**src/rtl/systolic_array_controller.sv**
```systemverilog
// Tile sequencer for an output-stationary systolic array: clear, feed K steps,
// flush the skewed wavefront, then drain COLS columns through the PE shift chain.
module systolic_array_controller #(
    parameter int ROWS = 4,
    parameter int COLS = 4,
    parameter int KW   = 8,
    localparam int CW  = (COLS > 1) ? $clog2(COLS) : 1
) (
    input  logic          clk,
    input  logic          rst,
    input  logic          start,
    input  logic [KW-1:0] k_len,
    output logic          busy,
    output logic          done,
    input  logic          in_valid,
    output logic          in_ready,
    output logic [KW-1:0] feed_k,
    output logic          feed_valid,
    output logic          pe_rst_output,
    output logic          pe_shift_out,
    output logic          out_valid,
    input  logic          out_ready,
    output logic [CW-1:0] out_col,
    output logic [2:0]    dbg_state_o
);

    localparam int FW = $clog2(ROWS + COLS);

    // Debug encoding: IDLE reads as 0 on dbg_state_o.
    typedef enum logic [2:0] {
        S_IDLE, S_CLEAR, S_FEED, S_FLUSH, S_DRAIN, S_DONE
    } state_t;

    state_t        state_q, state_d;
    logic [KW-1:0] k_q, k_d;
    logic [KW-1:0] feed_k_q, feed_k_d;
    logic [FW-1:0] flush_q, flush_d;
    logic [CW-1:0] out_col_q, out_col_d;
    logic          busy_q, done_q, in_ready_q, out_valid_q, clear_q;
    logic          fire, shift;

    // Handshakes: a feed step transfers when in_valid && in_ready; a drain
    // column transfers when out_valid && out_ready. Both are masked by reset.
    assign fire  = in_valid && in_ready_q;
    assign shift = out_valid_q && out_ready;

    always_comb begin
        state_d   = state_q;
        k_d       = k_q;
        feed_k_d  = feed_k_q;
        flush_d   = flush_q;
        out_col_d = out_col_q;
        unique case (state_q)
            S_IDLE: begin
                if (start) begin
                    k_d     = k_len;
                    state_d = S_CLEAR;
                end
            end
            S_CLEAR: state_d = (k_q != '0) ? S_FEED : S_DRAIN;
            S_FEED: begin
                if (fire) begin
                    if (feed_k_q == k_q - KW'(1)) begin
                        feed_k_d = '0;
                        state_d  = S_FLUSH;
                    end else begin
                        feed_k_d = feed_k_q + KW'(1);
                    end
                end
            end
            // Last operand lands in the far-corner PE ROWS+COLS-2 cycles after its fire.
            S_FLUSH: begin
                if (flush_q == FW'(ROWS + COLS - 2)) begin
                    flush_d = '0;
                    state_d = S_DRAIN;
                end else begin
                    flush_d = flush_q + FW'(1);
                end
            end
            S_DRAIN: begin
                if (shift) begin
                    if (out_col_q == CW'(COLS - 1)) begin
                        out_col_d = '0;
                        state_d   = S_DONE;
                    end else begin
                        out_col_d = out_col_q + CW'(1);
                    end
                end
            end
            S_DONE:  state_d = S_IDLE;
            default: state_d = S_IDLE;
        endcase
    end

    always_ff @(posedge clk) begin
        if (rst) begin
            state_q     <= S_IDLE;
            k_q         <= '0;
            feed_k_q    <= '0;
            flush_q     <= '0;
            out_col_q   <= '0;
            busy_q      <= 1'b0;
            done_q      <= 1'b0;
            in_ready_q  <= 1'b0;
            out_valid_q <= 1'b0;
            clear_q     <= 1'b0;
        end else begin
            state_q     <= state_d;
            k_q         <= k_d;
            feed_k_q    <= feed_k_d;
            flush_q     <= flush_d;
            out_col_q   <= out_col_d;
            busy_q      <= (state_d != S_IDLE);
            done_q      <= (state_d == S_DONE);
            in_ready_q  <= (state_d == S_FEED);
            out_valid_q <= (state_d == S_DRAIN);
            clear_q     <= (state_d == S_CLEAR);
        end
    end

    assign busy          = busy_q;
    assign done          = done_q;
    assign in_ready      = in_ready_q;
    assign feed_k        = feed_k_q;
    assign feed_valid    = fire && !rst;
    assign pe_rst_output = clear_q || rst;
    assign pe_shift_out  = shift && !rst;
    assign out_valid     = out_valid_q;
    assign out_col       = out_col_q;
    assign dbg_state_o   = state_q;

endmodule

```
**config.mk**
```make
export PLATFORM = sky130hd
export DESIGN_NAME = systolic_array_controller
export DESIGN_NICKNAME = d
export VERILOG_FILES = /design/src/rtl/systolic_array_controller.sv
export SDC_FILE = /design/constraint.sdc
export NUM_CORES = 1
export LEC_CHECK = 0
export ABC_AREA = 1
export CELL_PAD_IN_SITES_DETAIL_PLACEMENT = 1
export CELL_PAD_IN_SITES_GLOBAL_PLACEMENT = 1
export CORE_AREA = 4 4 65 97
export DETAILED_ROUTE_END_ITERATION = 6
export DIE_AREA = 0 0 69 101
export PLACE_DENSITY = 0.64
export SETUP_SLACK_MARGIN = 0.3
export SYNTH_ARGS = -nofsm -noshare
export SYNTH_HDL_FRONTEND = slang
export SYNTH_SLANG_ARGS = --single-unit
```
**constraint.sdc**
```tcl
create_clock -name clk -period 1.9 [get_ports clk]
set_clock_uncertainty 0.1 [all_clocks]
set_input_delay 0.38 -clock clk [delete_from_list [all_inputs] [get_ports clk]]
set_output_delay 0.38 -clock clk [all_outputs]
set_load 0.01 [all_outputs]
```
==> results of run 1 <==
worst register-to-register path, stage by stage, from the launching register on:
cell	delay (ns)
dfxtp_2	0.33
inv_2	0.05
ha_4	0.24
inv_2	0.04
nand2_1	0.04
nand2_1	0.07
nand2_2	0.06
nor2_1	0.10
nand2_1	0.05
nor2_1	0.10
nand3_2	0.12
nand2_4	0.12
nor2_1	0.05
kinds of logic after synthesis:
| family | Yosys count | synth area share |
|---|---|---|
| and+or+nand+nor | 140 | 0.390 |
| buffers and inverters | 42 | 0.101 |
| DFF | 29 | 0.362 |
| AOI/OAI and AO/OA | 27 | 0.0874 |
| xor gates and xnor gates | 5 | 0.0273 |
| adders and majority gates | 4 | 0.0312 |
placed cells by master (no fill, tap or decap), drive strengths merged, types with 2 or more instances in the layout:
cell and count:
xnor2 2, ha 4, a21oi 11, o21ai 14
dfxtp 29, nor2 49, inv 40, dlygate4sd2 20
nand4 3, xor2 3, buf 18, clkbuf 9
nand3 14, clkdlybuf4s50 9, nor3 3, nand2 68
power by group:
group / switching, mW / internal [mW] / total [mW]
Sequential: 0.0388 / 0.652 / 0.691
Clock: 0.230 / 0.260 / 0.490
Combinational: 0.275 / 0.186 / 0.461
Total: 0.544 / 1.10 / 1.64
registers in the layout (all words and copies together) (netlist names):
register     count
feed_k           8
k_q              8
dbg_state_o      3
flush_q          3
out_col          2
busy             1
clear_q          1
done             1
in_ready         1
out_valid        1
what timing repair did:
item,in CTS,in global routing
setup endpoints to repair,33,13
buffers inserted,2,0
pin swaps,7,3
resized for setup,47,7
how the worst max path moves through the flow:
stage | startpoint | to | slack [ns] | cells past startpoint
after global placement | rst | feed_valid | -0.21 | 4
after detailed placement | rst | feed_valid | -0.21 | 4
after global routing | k_q[3] | busy | 0.19 | 10
final | k_q[1] | feed_k[5] | 0.31 | 12
after floorplan | k_q[0] | feed_k[1] | 0.32 | 12
after CTS | rst | feed_valid | 0.27 | 4
area by class of cell:
class / count / area [sq um] / area share
well taps: 70 / 87.6 / 0.0395
flip-flops and latches: 29 / 591 / 0.266
multi-input cells: 176 / 910 / 0.410
repair buffers: 48 / 400 / 0.180
inverters: 40 / 150 / 0.0677
clock buffers: 8 / 80.1 / 0.0361
synth_stat cells:
master and n:
xor2_1 3, or2_2 1, o21ai_0 14, nor3_1 3
o21a_1 1, and3_1 1, ha_1 4, buf_2 1
nor2_1 45, inv_2 1, nand4_1 3, a21oi_1 11
nand3b_1 1, buf_4 1, nand3_1 8, nor2_4 3
inv_1 39, nand3_2 6, a211oi_1 1, nand2_2 3
nand2_1 65, xnor2_1 2, dfxtp_1 29, nor2_2 1
stage by stage:
step / utilization / setup WS (ns) / power, mW
2_1_floorplan: - / 0.317 / 0.975
3_3_place_gp: 0.386 / -0.211 / 1.15
3_5_place_dp: 0.386 / -0.209 / 1.15
4_1_cts: 0.405 / 0.271 / 1.66
5_1_grt: 0.407 / 0.189 / 1.76
6_report: 0.407 / 0.313 / 1.64
metal layers:
metal,track usage,up-vias,routed length (microns),share of wire
met1,0.141,778,1830,0.39
met2,0.289,18,2660,0.57
met5,0,-,0,0
li1,-,865,-,-
met4,0.0496,0,70,0.015
met3,0.0279,6,121,0.026
==> flow_metrics.env, run 1 <==
export IMPL_crit_family="simple AND/OR/NAND/NOR gates"
export IMPL_cts_tree="yes"
export IMPL_cts_buffer_depth=2
export IMPL_ios=33
export IMPL_post_drt_wl_per_cell_microns=12.6
export IMPL_fmax_mhz=630
export IMPL_max_stage_delay_ns=0.33
export IMPL_worstPathCellList="inv_2 > ha_4 > inv_2 > nand2_1 > nand2_1 > nand2_2 > nor2_1 > nand2_1 > nor2_1 > nand3_2 > nand2_4 > nor2_1"
export IMPL_layout_drive_gt1_share=0.196
export IMPL_synth_top_cell_area_share=0.362
export IMPL_core_area_sq_mm=0.00545
export IMPL_overflow=0
export IMPL_num_vias=1667
export IMPL_dieWidth_microns=69
export IMPL_timing_hold_ws_ns=0.365
export IMPL_ir_worst_vdd_mv=0.410
export IMPL_dieArea_sq_mm=0.00697
export IMPL_p_per_area_mw_per_mm2=740
export IMPL_outcome="complete, no violations"
export IMPL_setup_viol=0
export IMPL_clock_latency_ns=0.28
export IMPL_synth_seq_cells=29
export IMPL_max_slew_margin_rel=0.777
export IMPL_path_max_fanout=6
export IMPL_period_share=0.835
export IMPL_tns_ns=0
export IMPL_dpl_cell_area_sq_mm=0.00210
export IMPL_htreeDepth=2
export IMPL_seq_area_frac_synth=0.362
export IMPL_antenna_found_initial=0
export IMPL_final_nets=317
export IMPL_routed_wl_microns=4680
export IMPL_rsz0062_at_grt="yes"
export IMPL_final_area_sq_mm=0.00222
export IMPL_final_min_clock_period_ns=1.59
export IMPL_rr_startpoint="k_q[1]"
export IMPL_io_buffers=32
export IMPL_nFillCells=728
export IMPL_synth_largest_area_cell="dfxtp_1"
export IMPL_place_inst=361
export IMPL_min_from="out_col[1]"
export IMPL_cp_arrival_ns=1.66
export IMPL_hold_class="reg2reg"
export IMPL_yosys_warnings=0
export IMPL_die_h_microns=101
export IMPL_antenna_cells=0
export IMPL_cts_hold_buf=0
export IMPL_synth_nets=264
export IMPL_ant_nets=0
export IMPL_worst_r2r_path_depth=12
export IMPL_r2r_slack_ns=0.31
export IMPL_netlist_cell_type_count=24
export IMPL_first_global_vias=1772
export IMPL_numCtsBuffers=5
export IMPL_worst_slew_pin_slew_ns=0.332
export IMPL_area_growth_pct=38.4
export IMPL_gp_congestion=0.761
export IMPL_synth_area_sq_mm=0.00160
export IMPL_hold_end="out_col[1]"
export IMPL_grt_pass1_wl_microns=7960
export IMPL_r2r_end="feed_k[5]"
export IMPL_cpMaxStageDelayCell="dfxtp_2"
export IMPL_whs_path_depth=2
export IMPL_drtIter0Drc=24
export IMPL_maxCapViolations=0
export IMPL_final_hold_violation_count=0
export IMPL_drt_pass1_iterations=2
export IMPL_worst_ep_required_time_ns=1.97
export IMPL_p_leak_nw=1.12
export IMPL_slew_viol_final=0
export IMPL_hpwl_microns=3930
export IMPL_clk_pin_slew_worst_paths_ns=0.06
export IMPL_start_util=0.294
export IMPL_stdcell_count=371
export IMPL_drc_errors=0
export IMPL_syn_inst=247
export IMPL_via_per_inst=4.49
export IMPL_startpoint_type="flop"
export IMPL_critical_path_class="reg2reg"
export IMPL_track_usage=0.143
export IMPL_grt_max_degree=16
export IMPL_synth_area_top_cells="dfxtp_1 36%, nand2_1 15%, nor2_1 11%"
export IMPL_clkSinkCount=29
export IMPL_root_buffer="clkbuf_8"
export IMPL_critPathCaptureType="flop"
export IMPL_synth_area_per_cell_sq_um=6.49
export IMPL_cp_num_buf_inv=2
export IMPL_core_rowCount=33
(Power assumes the default switching activity.)
==> run 2, diff against run 1 <==
--- a/config.mk
+++ b/config.mk
@@ -11,7 +11,7 @@
 export CORE_AREA = 4 4 65 97
 export DETAILED_ROUTE_END_ITERATION = 6
 export DIE_AREA = 0 0 69 101
-export PLACE_DENSITY = 0.64
+export PLACE_DENSITY = 0.67
 export SETUP_SLACK_MARGIN = 0.3
 export SYNTH_ARGS = -nofsm -noshare
 export SYNTH_HDL_FRONTEND = slang
==> constraint.sdc (replaced) <==
create_clock -name clk -period 1.4 [get_ports clk]
set_clock_uncertainty 0.1 [all_clocks]
set_input_delay 0.28 -clock clk [delete_from_list [all_inputs] [get_ports clk]]
set_output_delay 0.28 -clock clk [all_outputs]
set_load 0.01 [all_outputs]
==> run 2 against run 1 <==
Net effect: the flow now finishes with violations (setup timing); first-iteration DRC count grew to 2.9 times the previous value; global-route usage grew 3.5 points; final area grew 35%; sequential cell count unchanged; largest power group is now combinational logic; highest routed layer unchanged.
==> flow_metrics.env, run 2 (synthesis gave the netlist of run 1 again) <==
export IMPL_htreeDepth=2
export IMPL_gp_congestion=0.820
export IMPL_cts_tree="yes"
export IMPL_report_power_total_mw=2.74
export IMPL_via_per_inst=4.64
export IMPL_cpMaxStageDelayCell="dfxtp_2"
export IMPL_die_h_microns=101
export IMPL_layout_drive_gt1_share=0.534
export IMPL_worstPathCellList="inv_2 > ha_4 > nand2_2 > nand2_2 > nand2_2 > nor2_2 > nand2_1 > nor2_2 > nand3_4 > nand2_4 > nand2_4 > nand2_1"
export IMPL_outcome="finished with violations"
export IMPL_core_area_sq_mm=0.00545
export IMPL_num_vias=1916
export IMPL_clkSinkCount=29
export IMPL_fmax_mhz=599
export IMPL_root_buffer="clkbuf_8"
export IMPL_p_per_area_mw_per_mm2=915
export IMPL_antenna_found_initial=0
export IMPL_routed_wl_microns=6350
export IMPL_critPathCaptureType="flop"
export IMPL_worst_ep_required_time_ns=1.53
export IMPL_antenna_cells=0
export IMPL_ios=33
export IMPL_core_rowCount=33
export IMPL_dieWidth_microns=69
export IMPL_cp_arrival_ns=1.80
export IMPL_hold_class="reg2reg"
export IMPL_layout_commonest_cell="nand2_1"
export IMPL_stdcell_count=413
export IMPL_maxCapViolations=0
export IMPL_final_nets=359
export IMPL_slew_viol_final=0
export IMPL_period_share=1.19
export IMPL_final_min_clock_period_ns=1.67
export IMPL_clk_pin_slew_worst_paths_ns=0.07
export IMPL_grt_max_degree=10
export IMPL_crit_top_cell="nand2_2"
export IMPL_utilization=0.549
export IMPL_setup_viol=14
export IMPL_path_max_fanout=3
export IMPL_critical_path_class="reg2reg"
export IMPL_place_inst=390
export IMPL_violations="setup timing"
export IMPL_drc_errors=0
export IMPL_drt_pass1_iterations=4
export IMPL_finalWorstSetupSlack_ns=-0.268
export IMPL_pre_cts_slack_ns=-0.515
export IMPL_p_leak_nw=1.37
export IMPL_dpl_cell_area_sq_mm=0.00237
export IMPL_grt_pass1_wl_microns=9790
export IMPL_hpwl_microns=4220
export IMPL_ir_worst_vdd_mv=0.685
export IMPL_final_area_sq_mm=0.00299
export IMPL_max_slew_margin_rel=0.757
export IMPL_max_stage_delay_ns=0.35
export IMPL_post_drt_wl_per_cell_microns=15.4
export IMPL_io_buffers=32
export IMPL_dieArea_sq_mm=0.00697
export IMPL_drtIter0Drc=70
export IMPL_cts_buffer_depth=2
export IMPL_worst_slew_pin_slew_ns=0.361
export IMPL_area_growth_pct=86.8
export IMPL_rsz0062_at_grt="yes"
export IMPL_startpoint_type="flop"
export IMPL_nFillCells=680
export IMPL_overflow=0
export IMPL_numCtsBuffers=5
export IMPL_final_hold_violation_count=0
export IMPL_tns_ns=-3.09
export IMPL_start_util=0.294
export IMPL_first_global_vias=2068
export IMPL_clock_latency_ns=0.29
export IMPL_ant_nets=0
export IMPL_timing_hold_ws_ns=0.382
export IMPL_track_usage=0.178
export IMPL_final_cell_mix="55 x nand2_1, 39 x buf_6, 33 x buf_4, 26 x inv_1, 23 x nor2_1"
[run 2: repair_timing]
item,CTS,global route
endpoints found under the setup margin,49,49
gates resized for setup,179,48
hold buffers,0,0
pin swaps,22,14
buffers inserted,8,6
gates cloned,1,0
[run 2: area by class of cell]
class                      count  area (sq um)  area share
clock buffer                   8          90.1      0.0301
tap                           70          87.6      0.0293
multi-input combinational    176          1150       0.385
inverter                      40           160      0.0535
sequential                    29           612       0.204
timing repair buffer          90           892       0.298
[run 2: worst paths after layout]
kind                                   end        from  cells past startpoint  slack [ns]
worst max-delay path                  busy      k_q[1]                     12       -0.27
worst max register to register        busy      k_q[1]                     12       -0.27
worst min-delay path            out_col[1]  out_col[1]                      2        0.38
worst min register to register  out_col[1]  out_col[1]                      2        0.38
[run 2: power breakdown]
group          switching, mW  internal [mW]  total, mW
Sequential            0.0648          0.886      0.951
Combinational          0.563          0.502       1.07
Clock                  0.325          0.400      0.725
Total                  0.953           1.79       2.74
[run 2: metal layers]
layer,GRT usage,part of all wire,wire (microns)
met1,0.175,0.35,2250
met2,0.347,0.59,3760
met3,0.0279,0.022,140
met4,0.0977,0.031,198
met5,0,0,0
[run 2: worst max-delay path, delay by kind of cell, from the launching register on]
| kind | cells | cell delay (ns) |
|---|---|---|
| simple gates | 10 | 0.85 |
| flops | 1 | 0.35 |
| fa+ha+maj | 1 | 0.27 |
| buf+inv | 1 | 0.06 |
==> run 3, diff against run 2 <==
--- a/config.mk
+++ b/config.mk
@@ -8,10 +8,10 @@
 export ABC_AREA = 1
 export CELL_PAD_IN_SITES_DETAIL_PLACEMENT = 1
 export CELL_PAD_IN_SITES_GLOBAL_PLACEMENT = 1
-export CORE_AREA = 4 4 65 97
+export CORE_AREA = 4 4 63 94
 export DETAILED_ROUTE_END_ITERATION = 6
-export DIE_AREA = 0 0 69 101
-export PLACE_DENSITY = 0.67
+export DIE_AREA = 0 0 67 98
+export PLACE_DENSITY = 0.71
 export SETUP_SLACK_MARGIN = 0.3
 export SYNTH_ARGS = -nofsm -noshare
 export SYNTH_HDL_FRONTEND = slang
==> run 3 against run 2 <==
Net effect: the run still ends with setup timing left; final area down 1.2%; fmax is 3.4% lower; setup slack worse by 0.058 ns; register-to-register slack lost 0.06 ns; clock-buffer cell count decreased by 1; die area is 5.8% lower; via count increased by 2.3%; highest routed layer unchanged.
==> flow_metrics.env, run 3 (synthesis gave the netlist of run 1 again) <==
export IMPL_outcome="finished with violations"
export IMPL_violations="setup timing"
export IMPL_root_buffer="clkbuf_8"
export IMPL_fmax_mhz=579
export IMPL_gp_congestion=0.805
export IMPL_cp_depth=12
export IMPL_worstPathCellList="inv_2 > ha_4 > inv_2 > nand2_2 > nand2_2 > nand2_4 > nor2_4 > nand2_1 > nor2_1 > nand3_2 > nand2_4 > nor2_2"
export IMPL_grt_pass1_wl_microns=9470
export IMPL_place_inst=386
export IMPL_critical_path_class="reg2reg"
export IMPL_track_usage=0.188
export IMPL_via_per_inst=4.84
export IMPL_cp_num_buf_inv=2
export IMPL_p_per_area_mw_per_mm2=937
export IMPL_dieWidth_microns=67
export IMPL_hpwl_microns=4210
export IMPL_layout_drive_gt1_share=0.567
export IMPL_ant_nets=0
export IMPL_max_stage_delay_ns=0.34
export IMPL_drtIter0Drc=69
export IMPL_period_share=1.23
export IMPL_stdcell_count=405
export IMPL_grt_max_degree=16
export IMPL_start_util=0.315
export IMPL_setup_viol=14
export IMPL_numCtsBuffers=5
export IMPL_final_cell_mix="50 x nand2_1, 36 x buf_6, 34 x buf_4, 27 x inv_1, 22 x nor2_1"
export IMPL_core_rowCount=32
export IMPL_die_h_microns=98
export IMPL_overflow=0
export IMPL_core_area_sq_mm=0.00508
export IMPL_finalWorstSetupSlack_ns=-0.327
export IMPL_crit_family="simple AND/OR/NAND/NOR gates"
export IMPL_antenna_found_initial=0
export IMPL_io_buffers=32
export IMPL_maxCapViolations=0
export IMPL_min_from="out_col[1]"
export IMPL_dieArea_sq_mm=0.00657
export IMPL_max_slew_margin_rel=0.701
export IMPL_path_max_fanout=6
export IMPL_worst_ep_required_time_ns=1.47
export IMPL_clkSinkCount=29
export IMPL_cts_tree="yes"
export IMPL_startpoint_type="flop"
export IMPL_hold_end="out_col[1]"
export IMPL_slew_viol_final=0
export IMPL_rsz0062_at_grt="yes"
export IMPL_clock_latency_ns=0.29
export IMPL_first_global_vias=2068
export IMPL_htreeDepth=2
export IMPL_num_vias=1961
export IMPL_drc_errors=0
export IMPL_r2r_end="feed_k[1]"
export IMPL_ir_worst_vdd_mv=0.614
export IMPL_cpMaxStageDelayCell="dfxtp_2"
export IMPL_cts_hold_buf=0
export IMPL_final_hold_violation_count=0
export IMPL_cp_arrival_ns=1.80
export IMPL_area_growth_pct=84.5
export IMPL_pre_cts_slack_ns=-0.569
export IMPL_routed_wl_microns=6940
export IMPL_cts_buffer_depth=2
export IMPL_p_leak_nw=1.35
export IMPL_worst_slew_pin_slew_ns=0.446
export IMPL_antenna_cells=0
export IMPL_final_nets=353
export IMPL_worst_r2r_path_depth=12
export IMPL_drt_pass1_iterations=4
export IMPL_post_drt_wl_per_cell_microns=17.1
export IMPL_final_min_clock_period_ns=1.73
export IMPL_ios=33
export IMPL_critPathCaptureType="flop"
export IMPL_rr_startpoint="k_q[1]"
export IMPL_layout_commonest_cell="nand2_1"
export IMPL_clk_pin_slew_worst_paths_ns=0.06
export IMPL_hold_class="reg2reg"
export IMPL_whs_path_depth=2
export IMPL_r2r_slack_ns=-0.33
[run 3: cell count changes in the layout (fill, tap and decap cells not counted), moves of 3 or more]
| cell | before | now |
|---|---|---|
| a21oi_1 | 6 | 3 |
| o21ai_2 | 4 | 7 |
| nor2_2 | 17 | 12 |
| nand2_2 | 7 | 12 |
| buf_6 | 39 | 36 |
| nor2_4 | 9 | 15 |
| dfxtp_1 | 10 | 7 |
| nand2_1 | 55 | 50 |
[run 3: layout make-up]
cell class	instances	area [sq um]
multi-input cells	176	1190
clock buffers	7	96.3
well taps	68	85.1
clock inverters	1	5.00
inverters	40	159
fillers	618	2130
repair buffers	84	805
flip-flops and latches	29	618
[run 3: worst max path at each step]
stage	to	from	slack, ns
after floorplan	feed_k[1]	k_q[0]	-0.06
after global placement	pe_rst_output	rst	-0.56
after detailed placement	pe_rst_output	rst	-0.57
after CTS	feed_k[1]	k_q[1]	-0.29
after global routing	busy	k_q[2]	-0.45
final	feed_k[1]	k_q[1]	-0.33
[run 3: worst min-delay path, stage by stage (launching register included)]
cell and delay [ns]:
dfxtp_2 0.33, inv_1 0.05, a21oi_1 0.05
[run 3: per-stage QoR]
step | total power [mW] | hold WS [ns] | area, sq um | util | TNS, ns
floorplan | 1.36 | 0.252 | 1650 | - | -0.511
detailed placement | 1.71 | 0.361 | 2340 | 0.461 | -10.16
global placement | 1.70 | 0.349 | 2340 | 0.461 | -9.47
global route | 2.93 | 0.400 | 2960 | 0.582 | -5.25
finish | 2.77 | 0.365 | 2960 | 0.582 | -3.66
CTS | 2.59 | 0.363 | 2640 | 0.520 | -3.22
[run 3: per-layer routing]
metal / track usage / up-vias / wire [microns]
met5: 0 / - / 0
met4: 0.0719 / 0 / 244
met3: 0.0311 / 23 / 233
met2: 0.358 / 47 / 3970
met1: 0.195 / 950 / 2490
li1: - / 941 / -
[run 3: where the power goes]
group          switching (mW)  total [mW]  internal (mW)
Clock                   0.343       0.787          0.444
Sequential             0.0711       0.956          0.885
Combinational           0.566        1.03          0.463
[run 3: repair_timing]
item,in CTS,in global routing
gates cloned,0,0
gates resized for setup,168,73
setup endpoints to repair,49,49
pin swaps,17,17
setup buffers,2,9
